===== src/rtl/ac_vrhot_throttle_filter.sv =====
// VR-hot / throttle alarm conditioner.
// Each of the three active-low alarm pins goes through a 2-FF synchronizer, a
// debounce/stretch FSM and a sticky status + saturating event counter. The
// filtered outputs are flops, so the downstream PROCHOT/MEMHOT combiner only
// ever sees glitch-free levels.

module ac_vrhot_throttle_chan #(
    parameter int DEBOUNCE_CYCLES = 20,
    parameter int STRETCH_CYCLES  = 2000
) (
    input  logic       clk,
    input  logic       rstN,
    input  logic       enable,
    input  logic       pinN,
    input  logic       clrStatus,
    output logic       filtN,
    output logic       status,
    output logic [7:0] eventCnt
);
    localparam int MaxC = (DEBOUNCE_CYCLES > STRETCH_CYCLES) ? DEBOUNCE_CYCLES : STRETCH_CYCLES;
    localparam int CW   = $clog2(MaxC + 1);
    localparam int RW   = $clog2(DEBOUNCE_CYCLES + 1);
    localparam logic [CW-1:0] DebC     = CW'(DEBOUNCE_CYCLES);
    localparam logic [CW-1:0] StretchC = CW'(STRETCH_CYCLES);
    localparam logic [RW-1:0] DebR     = RW'(DEBOUNCE_CYCLES);

    typedef enum logic [1:0] {StIdle, StQual, StAssert, StRel} state_t;

    state_t          state, stateNxt;
    logic [CW-1:0]   cnt, cntNxt;
    logic [RW-1:0]   rcnt, rcntNxt;
    logic            sync1, s;
    logic            filtNxt;
    logic            assertEvent;

    // Two-flop synchronizer; idles high so reset looks like a deasserted pin.
    // It keeps running while disabled so a re-enable sees the current level.
    always_ff @(posedge clk or negedge rstN) begin
        if (!rstN) begin
            sync1 <= 1'b1;
            s     <= 1'b1;
        end else begin
            sync1 <= pinN;
            s     <= sync1;
        end
    end

    // State register, counters and the registered filtered output.
    always_ff @(posedge clk or negedge rstN) begin
        if (!rstN) begin
            state <= StIdle;
            cnt   <= '0;
            rcnt  <= '0;
            filtN <= 1'b1;
        end else begin
            state <= stateNxt;
            cnt   <= cntNxt;
            rcnt  <= rcntNxt;
            filtN <= filtNxt;
        end
    end

    // Next-state: qualify assertion, hold the minimum width, qualify release.
    always_comb begin
        stateNxt = state;
        cntNxt   = cnt;
        rcntNxt  = rcnt;
        if (!enable) begin
            stateNxt = StIdle;
            cntNxt   = '0;
            rcntNxt  = '0;
        end else begin
            case (state)
                StIdle: begin
                    if (!s) begin
                        stateNxt = StQual;
                        cntNxt   = CW'(1);
                    end
                end
                StQual: begin
                    if (s) begin
                        stateNxt = StIdle;
                        cntNxt   = '0;
                    end else if (cnt == DebC) begin
                        stateNxt = StAssert;
                        cntNxt   = CW'(1);
                    end else begin
                        cntNxt = cnt + 1'b1;
                    end
                end
                StAssert: begin
                    // cnt is the age since ASSERT entry, saturating at the stretch width
                    if (cnt < StretchC) cntNxt = cnt + 1'b1;
                    if (s && (cnt >= StretchC)) begin
                        stateNxt = StRel;
                        rcntNxt  = RW'(1);
                    end
                end
                StRel: begin
                    // a low sample here is a glitch: fall back to ASSERT keeping cnt
                    if (!s) begin
                        stateNxt = StAssert;
                    end else if (rcnt == DebR) begin
                        stateNxt = StIdle;
                        cntNxt   = '0;
                        rcntNxt  = '0;
                    end else begin
                        rcntNxt = rcnt + 1'b1;
                    end
                end
                default: begin
                    stateNxt = StIdle;
                    cntNxt   = '0;
                    rcntNxt  = '0;
                end
            endcase
        end
    end

    // Outputs: level from the next state (so it is a plain flop), event on QUAL->ASSERT.
    always_comb begin
        filtNxt     = !((stateNxt == StAssert) || (stateNxt == StRel));
        assertEvent = (state == StQual) && (stateNxt == StAssert);
    end

    // Sticky status and saturating counter; an event beats a same-cycle clear.
    always_ff @(posedge clk or negedge rstN) begin
        if (!rstN) begin
            status   <= 1'b0;
            eventCnt <= '0;
        end else if (assertEvent) begin
            status <= 1'b1;
            if (clrStatus)             eventCnt <= 8'd1;
            else if (eventCnt != 8'hFF) eventCnt <= eventCnt + 8'd1;
        end else if (clrStatus) begin
            status   <= 1'b0;
            eventCnt <= '0;
        end
    end
endmodule

module ac_vrhot_throttle_filter #(
    parameter int DEBOUNCE_CYCLES = 20,
    parameter int STRETCH_CYCLES  = 2000
) (
    input  logic        iClk,
    input  logic        iRst_n,
    input  logic        iEnable,
    input  logic        iIRQ_CPU_VRHOT_N,
    input  logic        iIRQ_MEM_VRHOT_N,
    input  logic        iFM_SYS_THROTTLE_N,
    input  logic        iClrStatus,
    output logic        oIRQ_CPU_VRHOT_LVC3_N,
    output logic        oIRQ_CPU_MEM_VRHOT_N,
    output logic        oFM_SYS_THROTTLE_LVC3_N,
    output logic [2:0]  oStatus,
    output logic [23:0] oEventCnt
);
    localparam int NumCh = 3;

    logic [NumCh-1:0]      pinN;
    logic [NumCh-1:0]      filtN;
    logic [NumCh-1:0]      status;
    logic [NumCh-1:0][7:0] eventCnt;

    assign pinN = {iFM_SYS_THROTTLE_N, iIRQ_MEM_VRHOT_N, iIRQ_CPU_VRHOT_N};

    genvar ch;
    generate
        for (ch = 0; ch < NumCh; ch++) begin : gCh
            ac_vrhot_throttle_chan #(
                .DEBOUNCE_CYCLES(DEBOUNCE_CYCLES),
                .STRETCH_CYCLES (STRETCH_CYCLES)
            ) uChan (
                .clk      (iClk),
                .rstN     (iRst_n),
                .enable   (iEnable),
                .pinN     (pinN[ch]),
                .clrStatus(iClrStatus),
                .filtN    (filtN[ch]),
                .status   (status[ch]),
                .eventCnt (eventCnt[ch])
            );
        end
    endgenerate

    assign oIRQ_CPU_VRHOT_LVC3_N   = filtN[0];
    assign oIRQ_CPU_MEM_VRHOT_N    = filtN[1];
    assign oFM_SYS_THROTTLE_LVC3_N = filtN[2];
    assign oStatus                 = status;
    assign oEventCnt               = eventCnt;
endmodule

===== config.mk =====
export PLATFORM = sky130hd
export DESIGN_NAME = ac_vrhot_throttle_filter
export DESIGN_NICKNAME = d
export VERILOG_FILES = /design/src/rtl/ac_vrhot_throttle_filter.sv
export SDC_FILE = /design/constraint.sdc
export NUM_CORES = 1
export LEC_CHECK = 0
export CAP_MARGIN = 15
export CORE_MARGIN = 10
export CORE_UTILIZATION = 45
export CTS_CLUSTER_DIAMETER = 40
export DETAILED_ROUTE_END_ITERATION = 10
export GPL_TIMING_DRIVEN = 0
export HOLD_SLACK_MARGIN = 0.12
export PLACE_DENSITY = 0.71
export SYNTH_ARGS = -nofsm -noshare
export SYNTH_HDL_FRONTEND = slang
export SYNTH_HIERARCHICAL = 1
export SYNTH_SLANG_ARGS = --single-unit

===== constraint.sdc =====
create_clock -name iClk -period 3.5 [get_ports iClk]
set_input_delay 0.875 -clock iClk [delete_from_list [all_inputs] [get_ports iClk]]
set_output_delay 0.875 -clock iClk [all_outputs]
set_load 0.02 [all_outputs]

# ---- After elaboration in Yosys (flattened, before gate mapping)
# Cells that the tools add are included.
dict set report classes {
  n_lt_le_gt_ge 6
  n_reduce_logical 30
  n_mux 77
  addsub 9
  eq_ne 42
}
# op count
set op_table {}
lappend op_table {{$mux 11} 21}
lappend op_table {{$pmux 11 s4} 3}
lappend op_table {{$mux 8} 10}
lappend op_table {{$mux 5} 12}
lappend op_table {{$mux 2} 21}
lappend op_table {{$ne 3x2->1 const B} 12}
lappend op_table {{$add 11x1->11 const B} 3}
lappend op_table {{$eq 11x5->1 const B} 3}
lappend op_table {{$ge 11x11->1 const B} 3}
lappend op_table {{$lt 11x11->1 const B} 3}
lappend op_table {{$pmux 5 s2} 3}
lappend op_table {{$add 8x1->8 const B} 3}
lappend op_table {{$eq 2x2->1 const B} 12}
lappend op_table {{$ne 8x8->1 const B} 3}
lappend op_table {{$pmux 2 s4} 3}
lappend op_table {{$add 5x1->5 const B} 3}
lappend op_table {{$eq 5x5->1 const B} 3}
lappend op_table {{$reduce_and 4->1} 3}
lappend op_table {{$reduce_bool 2->1} 6}
lappend op_table {{$ne 3x1->1 const B} 3}
lappend op_table {{$ne 3x3->1 const B} 3}
lappend op_table {{$reduce_and 3->1} 3}
lappend op_table {{$eq 2x1->1 const B} 3}
lappend op_table {{$logic_and 1x1->1} 6}
lappend op_table {{other kinds (5)} 16}
dict set report word_totals {
  input_bits 7
  reg_bits 90
}

# ---- Depth between registers and ports, before layout
# Gate-level depths: netlist of run 1.
dict set report logic_depth {
  depth_word 9
  ltp_mapped 8
}

# ---- Modules after synthesis
# Netlist of run 1, hierarchy kept.
# module area_per_inst_um2 seq_area_each_um2 instances cells_each
set by_module_without_submodules {}
lappend by_module_without_submodules {{ac_vrhot_throttle_chan at gCh[0].uChan ...} 1799.2 754.5 2 189}
lappend by_module_without_submodules {{ac_vrhot_throttle_chan at gCh[2].uChan} 1779.2 754.5 1 188}

# ---- Worst setup path after synthesis of run 1
# OpenSTA, ideal clock, no wires.
dict set report synth_path {
  kind {input to register}
  from {input iEnable}
  to {register gCh[2].uChan.eventCnt[7]}
  required_time_ns 3.422
  t_arrival_ns 2.081
  setup_slack_ns 1.340
  path_buffers 1
  cell_stages 6
  path_cell_list {buf_2 and4bb_1 nand4_4 nor3_2 or3b_1 a21oi_1}
}
dict set report synth_via {
  elab_chain_cells 5
  elab_cells_between_ends 6
  classes_between {eq/ne (1); mux (2); reduce/logical (3)}
}
# item line_no
set synth_lines {}
lappend synth_lines {{start: declaration} 148} ;# input logic iEnable,
lappend synth_lines {{$mux 2 *} 68} ;# if (!enable) begin
lappend synth_lines {{$eq 2x2->1 *} 123} ;# assertEvent = (state == StQual) && (stateNxt == StAssert);
lappend synth_lines {{$logic_and 1x1->1 *} 123}
lappend synth_lines {{$reduce_bool 2->1 (no line)} --}
lappend synth_lines {{$reduce_and 2->1 (no line)} --}
lappend synth_lines {{end signal: assignment} 134} ;# else if (eventCnt != 8'hFF) eventCnt <= eventCnt + 8'd1;
lappend synth_lines {{end: declaration} 18} ;# output logic [7:0] eventCnt
# Mark *: on every way between the ends. The rest lies on a longest branch, timed or not.
# A chain may end at the register's enable or synchronous reset.

# ---- Worst setup path in the final report of run 1
# Ends and elaborated chain as after synthesis.

==> summary.md, run 1 <==
| Metric | Value |
|---|---|
| Clk_skew | `5.796 ps` |
| Area leader, netlist | `dfrtp_1` |
| Async set or reset register ratio after synthesis | `100.0%` |
| Fill cell count | `1,058` |
| Pwr/cell area | `343.8 mW/mm^2` |
| Grt total ovfl | `0` |
| Synth unique cells | `58` |
| Num CTS Buffers | `9` |
| Dpl ws | `415.7 ps` |
| Cell Area, Synth | `0.005378 sq mm` |
| Antenna Cells | `0` |
| Post-synth EDFFs | `0` |
| DIE AREA | `0.01672 sq mm` |
| Max-slew headroom | `61.77%` |
| Placed cell area | `0.005932 sq mm` |
| Layout area overhead | `15.94%` |
| Comb pwr share | `5.7%` |
| Mapped Cells | `566` |
| Share of cells above drive strength 1 | `13.59%` |
| Largest net degree at the start of global routing | `55` |
| H-tree depth | `3` |
| Hold-fix buffers, CTS | `0` |
| Yosys warnings | `6` |
| Internal Pwr Total | `1.672 mW` |
| Outcome | `completed` |
| Post-synth top area share | `37.69%` |
| Total Power | `2.144 mW` |
| Leakage power | `2.529 nW` |
| Post-Place Cells | `745` |
| Via density | `5.781` |
| Main synth FF type | `dfrtp_1` |
| Arr. time, crit path | `3040 ps` |
| Startpoint types | `input port` |
| Worst Slack Setup Final | `715.8 ps` |
| DRT Pass-1 Iters | `4` |
| Layout Nets | `635` |
| HP Class | `reg2reg` |
| Final core utilization | `53.91%` |
| Worst path required time | `3760 ps` |
| Final cell count without fillers | `761` |
| ANT nets after route | `0` |
| Starting Density | `46.50%` |
| Routed len/inst | `15.32 microns` |
| Vias in the first global route | `4,270` |
| Final TNS setup | `0 ps` |
| Worst-Margin Slew | `571.4 ps` |
| Dpl hpwl | `8482 microns` |
| Hold path depth | `0` |
| Mapped Nets | `588` |
| Maximum clock rate | `359.2 MHz` |
| Total GRT Usage | `14.38%` |
| Crit-path max FO | `10` |
| GP Congestion | `0.8185` |
| Max_cap viols | `0` |
| Count leader, synth | `dfrtp_1` |
| Commonest cells in the netlist | `dfrtp_1 (81), nand2_1 (50), nor2_1 (42), inv_1 (39), nand3_1 (35)` |
| Syn_area_per_cell | `9.501 sq um` |
| Tmin final | `2784 ps` |
| Final Max Tran Viols | `0` |
| Clk_lat worst skew | `340 ps` |
| Root Buffer | `clkbuf_16` |
| Clock Sinks | `90` |
| Flop pwr share | `49.6%` |
| Layout Cell Area excl Fill | `0.006235 sq mm` |
| NetSw | `0.4717 mW` |
| Die Width | `129.3 microns` |
| Period utilization | `79.55%` |
| Gates resized, CTS repair | `0` |
| DR DRC count | `0` |
| Initial antenna violation count | `0` |
| Global-route wire length before repair | `20,070 microns` |
| Vias | `4,399` |
| Seq cells post-synth | `90` |
| Post-Route WL | `11,660 microns` |
| RSZ-0062 raised after global routing | `false` |
| Chip Height | `129.3 microns` |
| Clk slew on worst S/H paths | `60 ps` |
| IO Port Bufs | `35` |
| Final setup violating endpoints | `0` |
| Switch share | `22.00%` |
| Post-CTS Setup Repair Bufs | `0` |
| CTS tree | `done` |
| Final hold violations | `0` |
| Clock Power Share | `44.7%` |
| Synth area leaders | `dfrtp_1 (38%), dfstp_2 (4.4%), ha_1 (3.5%)` |
| Max clock buf depth | `2` |
| Crit Path Class | `in2reg` |
| Sequential share of the synthesized area | `42.09%` |
| Hold slack | `357.7 ps` |
| Row count | `39` |
| Setup crit end kind | `register` |
| Core area | `0.01156 sq mm` |
| Maximum VDD drop | `325.5 uV` |
| R2r worst-path depth | `8` |
| Iter 0 DRT Violations | `300` |
| # IOs | `37` |
| Register-to-register setup slack | `1390 ps` |
-- cell type report --
class	count	area [sq um]	area share, %
timing repair buffer	36	375.4	6.020
sequential	90	2263	36.30
tap	143	178.9	2.870
clock inverter	1	5.005	0.08027
buffer	26	156.4	2.509
multi-input combinational	411	2811	45.09
clock buffer	15	297.8	4.776
inverter	39	146.4	2.348
-- power groups by stage --
stage	sequential, mW	combinational, mW	clock (mW)
6_report	1.06	0.122	0.959
3_3_place_gp	1.08	0.118	0
3_5_place_dp	1.08	0.123	0
5_1_grt	1.06	0.139	1.03
2_1_floorplan	1.08	0.0729	0
4_1_cts	1.06	0.124	0.996
-- critical path, stage by stage --
cell	delay [ps]
clkdlybuf4s50_1	670
buf_2	260
and4bb_1	270
nand4_4	170
nor3_2	260
or3b_1	370
a21oi_1	160
-- flip-flops by register name, summed over array words and instances (netlist names) --
register and flops:
gCh.uChan/cnt 33, gCh.uChan/eventCnt 24, gCh.uChan/rcnt 15, gCh.uChan/state 6, gCh.uChan/filtN 3, gCh.uChan/s 3, gCh.uChan/status 3, gCh.uChan/sync1 3
-- routing by layer --
layer / wire length [microns] / vias to the layer above / share of wire (%) / GRT usage (%)
li1: - / 2191 / - / -
met1: 5387 / 2156 / 46 / 17.83
met2: 5773 / 44 / 50 / 23.58
met3: 383 / 8 / 3.3 / 4.282
met4: 110 / 0 / 0.94 / 4.548
met5: 0 / - / 0 / 0
-- cell usage in the layout (no fill, tap or decap), types with 5 or more instances in the layout --
cell             instances
dfrtp_1                 81
nand2_1                 50
nor2_1                  42
inv_1                   39
nand3_1                 35
clkdlybuf4s50_1         34
o21ai_0                 30
nand4_1                 19
a21oi_1                 17
nor4_1                  16
ha_1                    15
o31ai_1                 14
buf_2                   12
nor2b_1                 12
xnor2_1                 12
a21o_1                  12
and3_1                  11
clkbuf_16                9
dfstp_2                  9
and4_1                   8
a31oi_1                  7
buf_4                    6
o21a_1                   6
or2_2                    6
nand2b_1                 6
a311oi_1                 6
o311ai_1                 6
o2bb2a_1                 6
clkbuf_8                 5
a22o_1                   5
-- cells by family (layout without fill, tap and decap cells) --
kind of cell | Yosys count | in the layout | share of synthesized area [%]
AND/OR/NAND/NOR | 237 | 237 | 26.20
AO/OA/AOI/OAI | 147 | 147 | 20.64
flip-flops | 90 | 90 | 42.09
buffers and inverters | 65 | 117 | 5.631
adder cells (fa/ha/maj) | 15 | 15 | 3.490
XOR/XNOR | 12 | 12 | 1.954
-- final timing paths --
check / startpoint / to
setup / recovery: iEnable / gCh[2].uChan/eventCnt[7]
hold / removal: gCh[1].uChan/sync1 / gCh[1].uChan/s
setup reg to reg: gCh[1].uChan/rcnt[0] / gCh[1].uChan/cnt[7]
hold reg to reg: gCh[1].uChan/sync1 / gCh[1].uChan/s
max in group asynchronous: iRst_n / gCh[2].uChan/filtN
min in group asynchronous: iRst_n / gCh[1].uChan/eventCnt[3]
Note: power is estimated with default switching activity, not from simulation.
==> run 2: changes to the inputs <==
- clock period: 3.5 -> 2.85 ns (I/O delays scaled with it)
==> results of run 2 <==
The final DEF is identical to that of run 1. Status: completed.
Among the figures that moved: setup slack after placement 415.7 ps -> -71.78 ps; setup slack after layout 715.8 ps -> 228.3 ps; hold slack 357.7 ps -> 338.3 ps; register-to-register setup slack 1390 ps -> 740 ps; total power 2.144 mW -> 2.633 mW; worst IR drop on VDD 325.5 uV -> 399.7 uV
==> run 3: changes to the inputs <==
- SLEW_MARGIN: unset -> 20
==> run 3 against run 2 <==
  * Final cell count is the same
  * Routed wire length grew 0.83%
  * Utilization grew 0.47 points
  * First-iteration DRC count grew 12%
  * Non-clock buffer count is the same
  * Worst hold slack lost 160 ps
  * Global-route usage grew 0.15 points
  * Power grew 7.7%
  * Worst setup slack gained 2.7 ps
  * Combinational power is essentially flat
  * Maximum frequency grew 0.10%
  * Critical endpoint unchanged
==> summary.md, run 3 (same netlist as run 1, synthesis figures left out) <==
| Metric | Value |
|---|---|
| Routed len/inst | `15.44 microns` |
| Multi-input gate area | `0.002811 sq mm` |
| Post-CTS Setup Repair Bufs | `0` |
| Layout Nets | `635` |
| Vias in the first global route | `4,238` |
| Row count | `39` |
| Layout area overhead | `16.94%` |
| Outcome | `completed` |
| # IOs | `37` |
| Register-to-register setup slack | `690 ps` |
| Total GRT Usage | `14.53%` |
| Final core utilization | `54.38%` |
| Post-Place Cells | `745` |
| Total Power | `2.834 mW` |
| Highest routed metal layer | `met4` |
| Via density | `5.900` |
| Clk slew on worst S/H paths | `60 ps` |
| Max-slew headroom | `60.37%` |
| Flop pwr share | `46.0%` |
| Hold slack | `177.9 ps` |
| Crit-path max FO | `10` |
| GP Congestion | `0.8185` |
| Worst-Margin Slew | `592.3 ps` |
| Clk_lat worst skew | `340 ps` |
| Grt total ovfl | `0` |
| DIE AREA | `0.01672 sq mm` |
| NetSw | `0.6081 mW` |
| WL met3 | `420 microns` |
| Clock Sinks | `90` |
| Switch share | `21.45%` |
| Setup crit end kind | `register` |
| Comb pwr share | `5.3%` |
| Crit Path Class | `in2reg` |
| Core area | `0.01156 sq mm` |
| Maximum clock rate | `381.8 MHz` |
| Metal2 WL | `5777 microns` |
| Max clock buf depth | `2` |
| Global-route wire length before repair | `20,240 microns` |
| Final TNS setup | `0 ps` |
| Placed cell area | `0.005936 sq mm` |
| Internal Pwr Total | `2.226 mW` |
| Share of cells above drive strength 1 | `13.75%` |
| HP Class | `in2async` |
| Die Width | `129.3 microns` |
| Iter 0 DRT Violations | `337` |
| Gates resized, CTS repair | `0` |
| ANT nets after route | `0` |
| Chip Height | `129.3 microns` |
| Largest registers | `gCh.uChan/cnt: 33 flops, gCh.uChan/eventCnt: 24 flops, gCh.uChan/rcnt: 15 flops` |
| Vias | `4,490` |
| Dpl ws | `-90.66 ps` |
| Worst path required time | `3110 ps` |
| Clk_skew | `5.904 ps` |
| Final Max Tran Viols | `0` |
| Sequential Area | `0.002263 sq mm` |
| Clock Power Share | `48.7%` |
| Biggest register | `gCh.uChan/cnt` |
| RSZ-0062 raised after global routing | `false` |
| Most common cell after layout, fill and taps aside | `dfrtp_1` |
| Starting Density | `46.50%` |
| DR DRC count | `0` |
| Period utilization | `91.90%` |
| H-tree depth | `3` |
| Tmin final | `2619 ps` |
| Startpoint types | `input port` |
| Num CTS Buffers | `9` |
| Final setup violating endpoints | `0` |
| Hold-fix buffers, CTS | `0` |
| Final cell count without fillers | `761` |
| Arr. time, crit path | `2880 ps` |
| Fill cell count | `1,048` |
| CTS tree | `done` |
| DRT Pass-1 Iters | `5` |
| Initial antenna violation count | `0` |
| Root Buffer | `clkbuf_16` |
| Pwr/cell area | `450.7 mW/mm^2` |
| Dpl hpwl | `8400 microns` |
| Post-Route WL | `11,750 microns` |
| Worst Slack Setup Final | `231.0 ps` |
| Max_cap viols | `0` |
| IO Port Bufs | `35` |
| Met1 WL | `5418 microns` |
| Leakage power | `2.543 nW` |
| Largest net degree at the start of global routing | `80` |
| Final hold violations | `0` |
| Largest register FFs | `33` |
| Layout Cell Area excl Fill | `0.006289 sq mm` |
| Maximum VDD drop | `357.5 uV` |
| Antenna Cells | `0` |
| Most frequent cells in the layout | `dfrtp_1 (81), nand2_1 (50), nor2_1 (42)` |
-- run 3: final timing paths --
check	startpoint	endpoint	cells after the start
setup / recovery	iEnable	gCh[2].uChan/eventCnt[7]	7
hold / removal	iRst_n	gCh[1].uChan/state[1]	1
setup reg to reg	gCh[1].uChan/rcnt[0]	gCh[1].uChan/cnt[7]	8
hold reg to reg	gCh[1].uChan/sync1	gCh[1].uChan/s	0
max in group asynchronous	iRst_n	gCh[1].uChan/s	2
min in group iClk	gCh[1].uChan/sync1	gCh[1].uChan/s	0
-- run 3: critical path: stages --
cell and delay (ps):
clkdlybuf4s50_1 670, buf_2 270, and4bb_1 270, nand4_4 170
nor3_2 250, or3b_1 370, a21oi_1 160
-- run 3: metal layers --
layer	up-vias	global-route usage (%)
met5	-	0
met4	0	4.615
met3	10	4.160
met2	66	23.85
met1	2227	18.10
li1	2187	-
-- run 3: layout make-up --
cell class                 instances  share of cell area [%]
clock buffer                      10                   3.800
multi-input combinational        411                   44.71
sequential                        90                   35.99
clock inverter                     6                   1.811
buffer                            26                   2.487
inverter                          39                   2.328
timing repair buffer              36                   6.029
tap                              143                   2.845
-- run 3: power by group through the flow --
stage          Combinational (mW)  Clock, mW  Sequential, mW
3_5_place_dp                0.152          0            1.33
2_1_floorplan              0.0896          0            1.32
6_report                    0.150       1.38            1.30
5_1_grt                     0.170       1.46            1.31
4_1_cts                     0.153       1.42            1.30
3_3_place_gp                0.145          0            1.33
